[src/rtl/sid_voice_mixer.sv]
// Three-voice SID mixer: envelope-scales each voice through one shared 12x9 multiplier,
// sums the voices, applies master volume and voice-3 mute, and emits one signed 16-bit sample per tick.
module sid_voice_mixer #(
  parameter int OUT_SHIFT = 10,
  parameter bit SATURATE  = 1'b1
) (
  input  logic        clk,
  input  logic        rst,
  input  logic        sample_tick,
  input  logic [11:0] wave0,
  input  logic [11:0] wave1,
  input  logic [11:0] wave2,
  input  logic [7:0]  env0,
  input  logic [7:0]  env1,
  input  logic [7:0]  env2,
  input  logic [7:0]  mode_vol,
  output logic [15:0] audio_out,
  output logic        audio_valid,
  output logic        busy,
  output logic        overrun
);

  typedef enum logic [2:0] {S_IDLE, S_V0, S_V1, S_V2, S_SCALE} state_t;

  state_t             state_q, state_d;
  logic signed [22:0] acc_q, acc_d;
  logic [11:0]        wave0_q, wave0_d, wave1_q, wave1_d, wave2_q, wave2_d;
  logic [7:0]         env0_q, env0_d, env1_q, env1_d, env2_q, env2_d;
  logic               mute_q, mute_d;
  logic [3:0]         vol_q, vol_d;
  logic [15:0]        audio_out_q, audio_out_d;
  logic               audio_valid_q, audio_valid_d;
  logic               busy_q, busy_d;
  logic               overrun_q, overrun_d;

  logic [11:0]        mul_wave_s;
  logic [7:0]         mul_env_s;
  logic signed [11:0] mul_a_s;
  logic signed [8:0]  mul_b_s;
  logic signed [20:0] prod_s;
  logic signed [22:0] prod_ext_s;
  logic signed [27:0] scaled_s;
  logic signed [27:0] shifted_s;
  logic               unused_mode_bits;

  assign unused_mode_bits = ^mode_vol[6:4];

  function automatic logic [15:0] fmt(input logic signed [27:0] v);
    if (SATURATE) begin
      if (v > 28'sd32767) begin
        return 16'h7FFF;
      end else if (v < -28'sd32768) begin
        return 16'h8000;
      end else begin
        return v[15:0];
      end
    end else begin
      return v[15:0];
    end
  endfunction

  // The single voice multiplier: operands selected by the current voice state.
  always_comb begin
    mul_wave_s = wave0_q;
    mul_env_s  = env0_q;
    case (state_q)
      S_V0:    begin mul_wave_s = wave0_q; mul_env_s = env0_q; end
      S_V1:    begin mul_wave_s = wave1_q; mul_env_s = env1_q; end
      S_V2:    begin mul_wave_s = wave2_q; mul_env_s = env2_q; end
      default: begin mul_wave_s = wave0_q; mul_env_s = env0_q; end
    endcase
    mul_a_s    = $signed({~mul_wave_s[11], mul_wave_s[10:0]});
    mul_b_s    = $signed({1'b0, mul_env_s});
    prod_s     = mul_a_s * mul_b_s;
    prod_ext_s = {{2{prod_s[20]}}, prod_s};
    scaled_s   = $signed({{5{acc_q[22]}}, acc_q}) * $signed({24'd0, vol_q});
    shifted_s  = scaled_s >>> OUT_SHIFT;
  end

  // Next-state logic for the mix sequencer, snapshot and output registers.
  always_comb begin
    state_d       = state_q;
    acc_d         = acc_q;
    wave0_d       = wave0_q;
    wave1_d       = wave1_q;
    wave2_d       = wave2_q;
    env0_d        = env0_q;
    env1_d        = env1_q;
    env2_d        = env2_q;
    mute_d        = mute_q;
    vol_d         = vol_q;
    audio_out_d   = audio_out_q;
    audio_valid_d = 1'b0;
    case (state_q)
      S_IDLE: begin
        if (sample_tick) begin
          state_d = S_V0;
          acc_d   = 23'sd0;
          wave0_d = wave0;
          wave1_d = wave1;
          wave2_d = wave2;
          env0_d  = env0;
          env1_d  = env1;
          env2_d  = env2;
          mute_d  = mode_vol[7];
          vol_d   = mode_vol[3:0];
        end else begin
          state_d = S_IDLE;
        end
      end
      S_V0: begin
        acc_d   = acc_q + prod_ext_s;
        state_d = S_V1;
      end
      S_V1: begin
        acc_d   = acc_q + prod_ext_s;
        state_d = S_V2;
      end
      S_V2: begin
        if (mute_q) begin
          acc_d = acc_q;
        end else begin
          acc_d = acc_q + prod_ext_s;
        end
        state_d = S_SCALE;
      end
      S_SCALE: begin
        audio_out_d   = fmt(shifted_s);
        audio_valid_d = 1'b1;
        state_d       = S_IDLE;
      end
      default: state_d = S_IDLE;
    endcase
    if (sample_tick && (state_q != S_IDLE)) begin
      overrun_d = 1'b1;
    end else begin
      overrun_d = 1'b0;
    end
    busy_d = (state_d != S_IDLE);
  end

  // State and output registers with synchronous reset.
  always_ff @(posedge clk) begin
    if (rst) begin
      state_q       <= S_IDLE;
      acc_q         <= 23'sd0;
      wave0_q       <= 12'h800;
      wave1_q       <= 12'h800;
      wave2_q       <= 12'h800;
      env0_q        <= 8'd0;
      env1_q        <= 8'd0;
      env2_q        <= 8'd0;
      mute_q        <= 1'b0;
      vol_q         <= 4'd0;
      audio_out_q   <= 16'd0;
      audio_valid_q <= 1'b0;
      busy_q        <= 1'b0;
      overrun_q     <= 1'b0;
    end else begin
      state_q       <= state_d;
      acc_q         <= acc_d;
      wave0_q       <= wave0_d;
      wave1_q       <= wave1_d;
      wave2_q       <= wave2_d;
      env0_q        <= env0_d;
      env1_q        <= env1_d;
      env2_q        <= env2_d;
      mute_q        <= mute_d;
      vol_q         <= vol_d;
      audio_out_q   <= audio_out_d;
      audio_valid_q <= audio_valid_d;
      busy_q        <= busy_d;
      overrun_q     <= overrun_d;
    end
  end

  assign audio_out   = audio_out_q;
  assign audio_valid = audio_valid_q;
  assign busy        = busy_q;
  assign overrun     = overrun_q;

endmodule

[config.mk]
export PLATFORM = sky130hd
export DESIGN_NAME = sid_voice_mixer
export DESIGN_NICKNAME = d
export VERILOG_FILES = /design/src/rtl/sid_voice_mixer.sv
export SDC_FILE = /design/constraint.sdc
export NUM_CORES = 1
export LEC_CHECK = 0
export CORE_MARGIN = 4
export CORE_UTILIZATION = 40
export CTS_BUF_LIST = sky130_fd_sc_hd__clkbuf_16
export CTS_CLUSTER_DIAMETER = 30
export CTS_CLUSTER_SIZE = 28
export DETAILED_ROUTE_END_ITERATION = 7
export PLACE_DENSITY = 0.57
export SLEW_MARGIN = 20
export SYNTH_ARGS = -nofsm -noshare
export SYNTH_HDL_FRONTEND = slang
export SYNTH_SLANG_ARGS = --single-unit
[constraint.sdc]
create_clock -name clk -period 6.88 [get_ports clk]
set_input_delay 2.064 -clock clk [delete_from_list [all_inputs] [get_ports clk]]
set_output_delay 2.064 -clock clk [all_outputs]
set_load 0.02 [all_outputs]
## Yosys cells after proc, flatten, opt, wreduce, memory -nomap -nowiden

Index checks and enable logic that the tools add are counted.

- Memory bits (read-only): 0
- RAM bits: 0
- Output and inout port bits: 19
- Memories: 0
- Flip-flop bits (word level): 110
- Bits in latches: 0

- $lt $le $gt $ge: 2
- Multipliers: 2
- Multiplexer cells: 11
- Add/subtract/negate cells: 1
- Reductions and logical operators: 8
- Bitwise logic cells: 1
- Shift operators: 0
- Divide/modulo/power cells: 0
- Eq/ne operators: 6

Operators by type and width:

| kind | number |
|---|---|
| one-hot mux 23 bit (3 select lines) | 1 |
| 2-to-1 mux 23 bit | 2 |
| 2-to-1 mux 16 bit | 2 |
| multiplier 23 x 5 -> 28 bit | 1 |
| one-hot mux 12 bit (2 select lines) | 1 |
| adder 23 x 21 -> 23 bit | 1 |
| multiplier 12 x 9 -> 21 bit | 1 |
| > comparator 18 x 16 -> 1 bit (second input constant) | 1 |
| < comparator 18 x 16 -> 1 bit (second input constant) | 1 |
| one-hot mux 8 bit (2 select lines) | 1 |
| one-hot mux 3 bit (4 select lines) | 1 |
| nonzero test 3 bit | 3 |
| equality test 3 x 2 -> 1 bit (second input constant) | 2 |
| != test 2 bit (second input constant) | 2 |
| equality test 3 x 1 -> 1 bit (second input constant) | 1 |
| equality test 3 bit (second input constant) | 1 |
| zero test 3 bit | 1 |
| 2-to-1 mux 1 bit | 3 |
| AND reduction 3 bit | 1 |
| AND reduction 2 bit | 1 |
| OR reduction 2 bit | 1 |
| logical AND 1 bit | 1 |
| inverter 1 bit | 1 |

## Logic depth before layout (Yosys ltp)

- Depth in word-level cells: 7
- Mapped depth: 27

## Least setup slack after synthesis

Ideal clock, no wire load.

- Path kind: register to register
- From: reg state_q[0]
- To: reg acc_q[21]
- Buffers on the path: 2
- Setup slack: 0.422 ns
- Library setup time: 0.130 ns
- Period minus slack after synthesis: 6.458 ns
- Stages on the path, launching flop included: 26
- Arrival time: 6.328 ns
- Cells stage by stage: dfxtp_1 > clkbuf_1 > clkbuf_1 > mux2i_1 > o21ai_1 > nand2b_1 > inv_1 > fa_1 > inv_1 > fa_1 > inv_1 > fa_1 > fa_1 > inv_1 > fa_1 > inv_1 > ha_1 > a21oi_1 > o21ai_0 > or3_1 > o211ai_1 > a21oi_1 > o41ai_1 > o21ai_0 > xnor2_1 > o21ai_0

- Word-level cells in the longest chain between the ends: 7
- Elaborated cells on any way between the ends: 16
- Those cells by class: add/sub: 1; mul: 1; eq/ne: 5; mux: 4; bitwise: 1; reduce/logical: 4

Ends and longest elaborated chain:

| element | RTL line | text |
|---|---|---|
| from (decl) | 25 | `state_t state_q, state_d;` |
| from (signal assigned) | 160 | `state_q <= state_d;` |
| equality test 3 x 2 -> 1 bit | 66, 94 |  |
| one-hot mux 12 bit (2 select lines) | 66 | `case (state_q)` |
| inverter 1 bit | 72 | `mul_a_s = $signed({~mul_wave_s[11], mul_wave_s[10:0]});` |
| multiplier 12 x 9 -> 21 bit | 74 | `prod_s = mul_a_s * mul_b_s;` |
| adder 23 x 21 -> 23 bit | 112, 116, 123 |  |
| 2-to-1 mux 23 bit | 120 | `if (mute_q) begin` |
| one-hot mux 23 bit (3 select lines) | 94 | `case (state_q)` |
| to (signal assigned) | 146 | `acc_q <= 23'sd0;` |
| to (signal assigned) | 161 | `acc_q <= acc_d;` |
| to (decl) | 26 | `logic signed [22:0] acc_q, acc_d;` |

Parallel ways exist; a longest one is shown, timed or not. The select of a mux whose other input is x is not followed.
A chain may end at the register's enable or synchronous reset.

## Worst setup path after layout

- From: reg state_q[1]
- To: reg acc_q[21]

The elaborated chain is that of the path after synthesis.

==> key figures <==
Global route
  • GRT overflow: 0
  • Vias in the first global route: 9464
  • First-pass GRT wire length: 45050 um
  • Initial antenna violation count: 0
  • Gr usage total: 0.1605
  • Pin count of the biggest net entering global routing: 66

Timing
  • Count of final setup violators: 0
  • RSZ-0062 raised after global routing: no
  • Slew HR: 0.4232
  • Worst hold margin: 0.4551 ns
  • Slew @ Worst Pin: 0.8634 ns
  • Fmax: 157.9 MHz
  • Tcrit/Tclk final: 0.9205
  • Setup TNS: 0 ns
  • Max-slew violations: 0
  • Post-layout min period: 6.333 ns
  • Hold Fails Final Rpt: 0
  • Final worst clock skew: 0.01247 ns

Placed design
  • Gp weighted congestion: 0.8488
  • PortBufs: 86
  • Post-placement cell area: 13230 sq um
  • Placed insts: 1916
  • HPWL Detailed: 21250 um

Clock network
  • Postcts setup bufs: 0
  • CTS root buffer: clkbuf_16
  • CTS tree: built
  • Clk slew on worst S/H paths: 0.08 ns
  • Clock buffer depth: 2
  • Worst skew pair latency: 0.36 ns
  • Post_cts resized: 0
  • CTS HTree Levels: 3
  • Clock buffers created by TritonCTS: 9
  • Post-CTS Hold Fix Bufs: 0
  • Clk sinks: 110

Final layout
  • Share of cells above drive strength 1: 0.05103
  • Cell area after layout: 13560 sq um
  • Layout net count: 1862
  • Filler Cell Count: 2944
  • Layout Cells excl Fill: 1932
  • Antenna cells: 0
  • Area growth, synth to finish: 13.74%
  • Post-layout utilization of the core: 0.4674

Synth
  • Seq/Total Area, Yosys: 0.1847
  • Post-Syn Area: 11920 sq um
  • Yosys cell types: 61
  • Post-synth EDFFs: 0
  • Cell count after synthesis: 1472
  • Warnings from Yosys: 0
  • Synthesized area per cell: 8.099 sq um
  • Async set-reset flop share out of synthesis: 0
  • Number of synthesized register bits: 110
  • Post-synth top flop: dfxtp_1
  • Net Count, Synth: 1791

Floorplanning
  • Die height: 180.6 um
  • Die width: 180.6 um
  • Die ar.: 32630 sq um
  • I/O pins: 90
  • Starting Density: 0.4109
  • Core ar.: 29010 sq um
  • Num rows: 62

Power
  • Leakage power: 6.354 nW
  • Power density cells: 150.8 nW/um^2
  • Peak VDD IR: 124.9 uV

Setup path
  • Critical path data arrival time: 6.57 ns
  • Critical path startpoint: state_q[1]$_SDFF_PP0_
  • CP required: 7.11 ns
  • Worst path bufs/invs: 4
  • Setup CP Type: flip-flop to flip-flop
  • CP top delay family: adder cells
  • FF-to-FF Start: state_q[1]$_SDFF_PP0_
  • Worst path max stage delay: 0.54 ns
  • Critical path peak fanout: 25
  • CP cell instances: nand2b_2 > buf_4 > o21ai_1 > nand2_1 > fa_1 > inv_1 > fa_1 > fa_1 > fa_1 > inv_1 > fa_1 > inv_1 > ha_1 > a21oi_1 > o21ai_0 > or3_1 > o211ai_1 > a21oi_1 > o41ai_2 > o21ai_0 > xnor2_1 > o21ai_0
  • Worst path most repeated cell: fa_1
  • CP Capture Type: flip-flop
  • Slowest cell on crit path: fa_1
  • Startpoint types: flip-flop

Outcome
  • Status: complete, no violations

Detailed routing
  • Initial DRC Count: 364
  • Post-Route WL: 25590 um
  • Antenna Violating Nets Remaining: 0
  • Wire per inst: 13.25 um
  • Routed vias/inst: 4.812
  • Vias: 9296
  • DRC viols: 0
  • DRT Pass-1 Iters: 5

Hold path
  • Tightest Hold Check Type: flip-flop to flip-flop
  • Hold Crit Start: env1_q[0]$_SDFFE_PP0P_

Run
  • Max_cap viols: 0
[synthesized netlist by cell type, drive strengths merged (2+ instances only)]
cell | count | area share
nand4 | 4 | 0.0021
a21boi | 4 | 0.0025
and2 | 76 | 0.040
nand4b | 2 | 0.0015
and3 | 7 | 0.0038
mux2i | 21 | 0.018
o31ai | 5 | 0.0031
a31o | 3 | 0.0022
nor2b | 15 | 0.0079
ha | 103 | 0.11
nand3 | 8 | 0.0034
nor3 | 11 | 0.0046
nand2b | 6 | 0.0031
a211oi | 21 | 0.017
a21o | 8 | 0.0050
a22oi | 10 | 0.0063
o211ai | 6 | 0.0038
or3 | 5 | 0.0026
inv | 253 | 0.080
a21oi | 116 | 0.049
dfxtp | 110 | 0.18
xnor2 | 20 | 0.015
clkbuf | 48 | 0.015
nand3b | 5 | 0.0031
o21a | 12 | 0.0076
or2 | 6 | 0.0031
nor2 | 93 | 0.029
buf | 9 | 0.0069
fa | 145 | 0.24
xor2 | 12 | 0.0088
o21ai | 42 | 0.018
a22o | 2 | 0.0015
nor3b | 5 | 0.0031
o21bai | 2 | 0.0013
nand2 | 257 | 0.081
nor4 | 4 | 0.0021
[registers in the layout, indices dropped and copies added, names as in the netlist, 3 cells and up]
| signal | cells |
|---|---|
| env0_q | 8 |
| wave1_q | 12 |
| wave0_q | 12 |
| state_q | 3 |
| acc_q | 23 |
| audio_out | 16 |
| vol_q | 4 |
| wave2_q | 12 |
| env1_q | 8 |
| env2_q | 8 |
[placed cells by master, fill, tap and decap left out, types with 13 or more instances in the layout]
cell type / n
xnor2_1: 20
and2_1: 75
a21oi_1: 115
o21ai_1: 13
nor2b_1: 15
inv_1: 253
dfxtp_1: 109
buf_4: 32
nor2_1: 92
mux2i_1: 21
clkdlybuf4s50_1: 85
ha_1: 103
fa_1: 145
o21ai_0: 28
nand2_1: 255
[routing by layer]
metal / wire (um) / vias to the layer above / GRT usage
met5: 0 / - / 0
met4: 187 / 0 / 0.02601
met3: 672 / 14 / 0.02079
met2: 12510 / 114 / 0.2775
met1: 12220 / 4381 / 0.2194
li1: - / 4787 / -
[where the power goes]
part,internal [W],leakage (nW),switching [W]
combinational,0.000306,5.31,0.000433
sequential,0.000688,0.898,0.0000573
clock,0.000292,0.150,0.000269
total,0.00129,6.35,0.000759
[metrics by stage]
stage | power [W] | worst slack (ns)
floorplan | 0.001295 | 0.4219
global placement | 0.001494 | 0.1581
detailed placement | 0.001508 | 0.07326
CTS | 0.002073 | 0.06035
global route | 0.002217 | 0.01385
finish | 0.002044 | 0.5469
[cell type report]
cell class | count | area, sq um | share of cell area
inverter | 253 | 949.7 | 0.07004
tap | 384 | 480.5 | 0.03543
clock inverter | 7 | 86.33 | 0.006367
sequential | 110 | 2203 | 0.1625
timing repair buffer | 117 | 1091 | 0.08047
multi-input combinational | 1052 | 8523 | 0.6286
clock buffer | 9 | 225.2 | 0.01661
[final timing paths]
path                                          endpoint  slack [ns]  depth (start not counted)
worst min-delay path            env1_q[0]$_SDFFE_PP0P_        0.46                          2
worst max-delay path            acc_q[21]$_SDFFE_PP0P_        0.55                         22
worst min register to register  env1_q[0]$_SDFFE_PP0P_        0.46                          2
worst max register to register  acc_q[21]$_SDFFE_PP0P_        0.55                         22
[worst reg2reg max path, delay by kind of cell, from the launching register on]
kind / cells / cell delay (ns)
fa+ha+maj: 6 / 2.92
compound gates: 8 / 1.53
simple gates: 3 / 0.70
flops: 1 / 0.48
buf+inv: 4 / 0.42
xor+xnor: 1 / 0.17
[kinds of logic (layout without fill, tap and decap cells)]
family / after synthesis / count (layout) / share of synthesized area
fa+ha+maj: 248 / 248 / 0.3516
flops: 110 / 110 / 0.1847
xor+xnor: 32 / 32 / 0.02351
compound gates: 244 / 244 / 0.1276
mux: 22 / 22 / 0.01858
simple gates: 506 / 506 / 0.1923
buf+inv: 310 / 386 / 0.1017
Power figures use the tool's default switching activity.
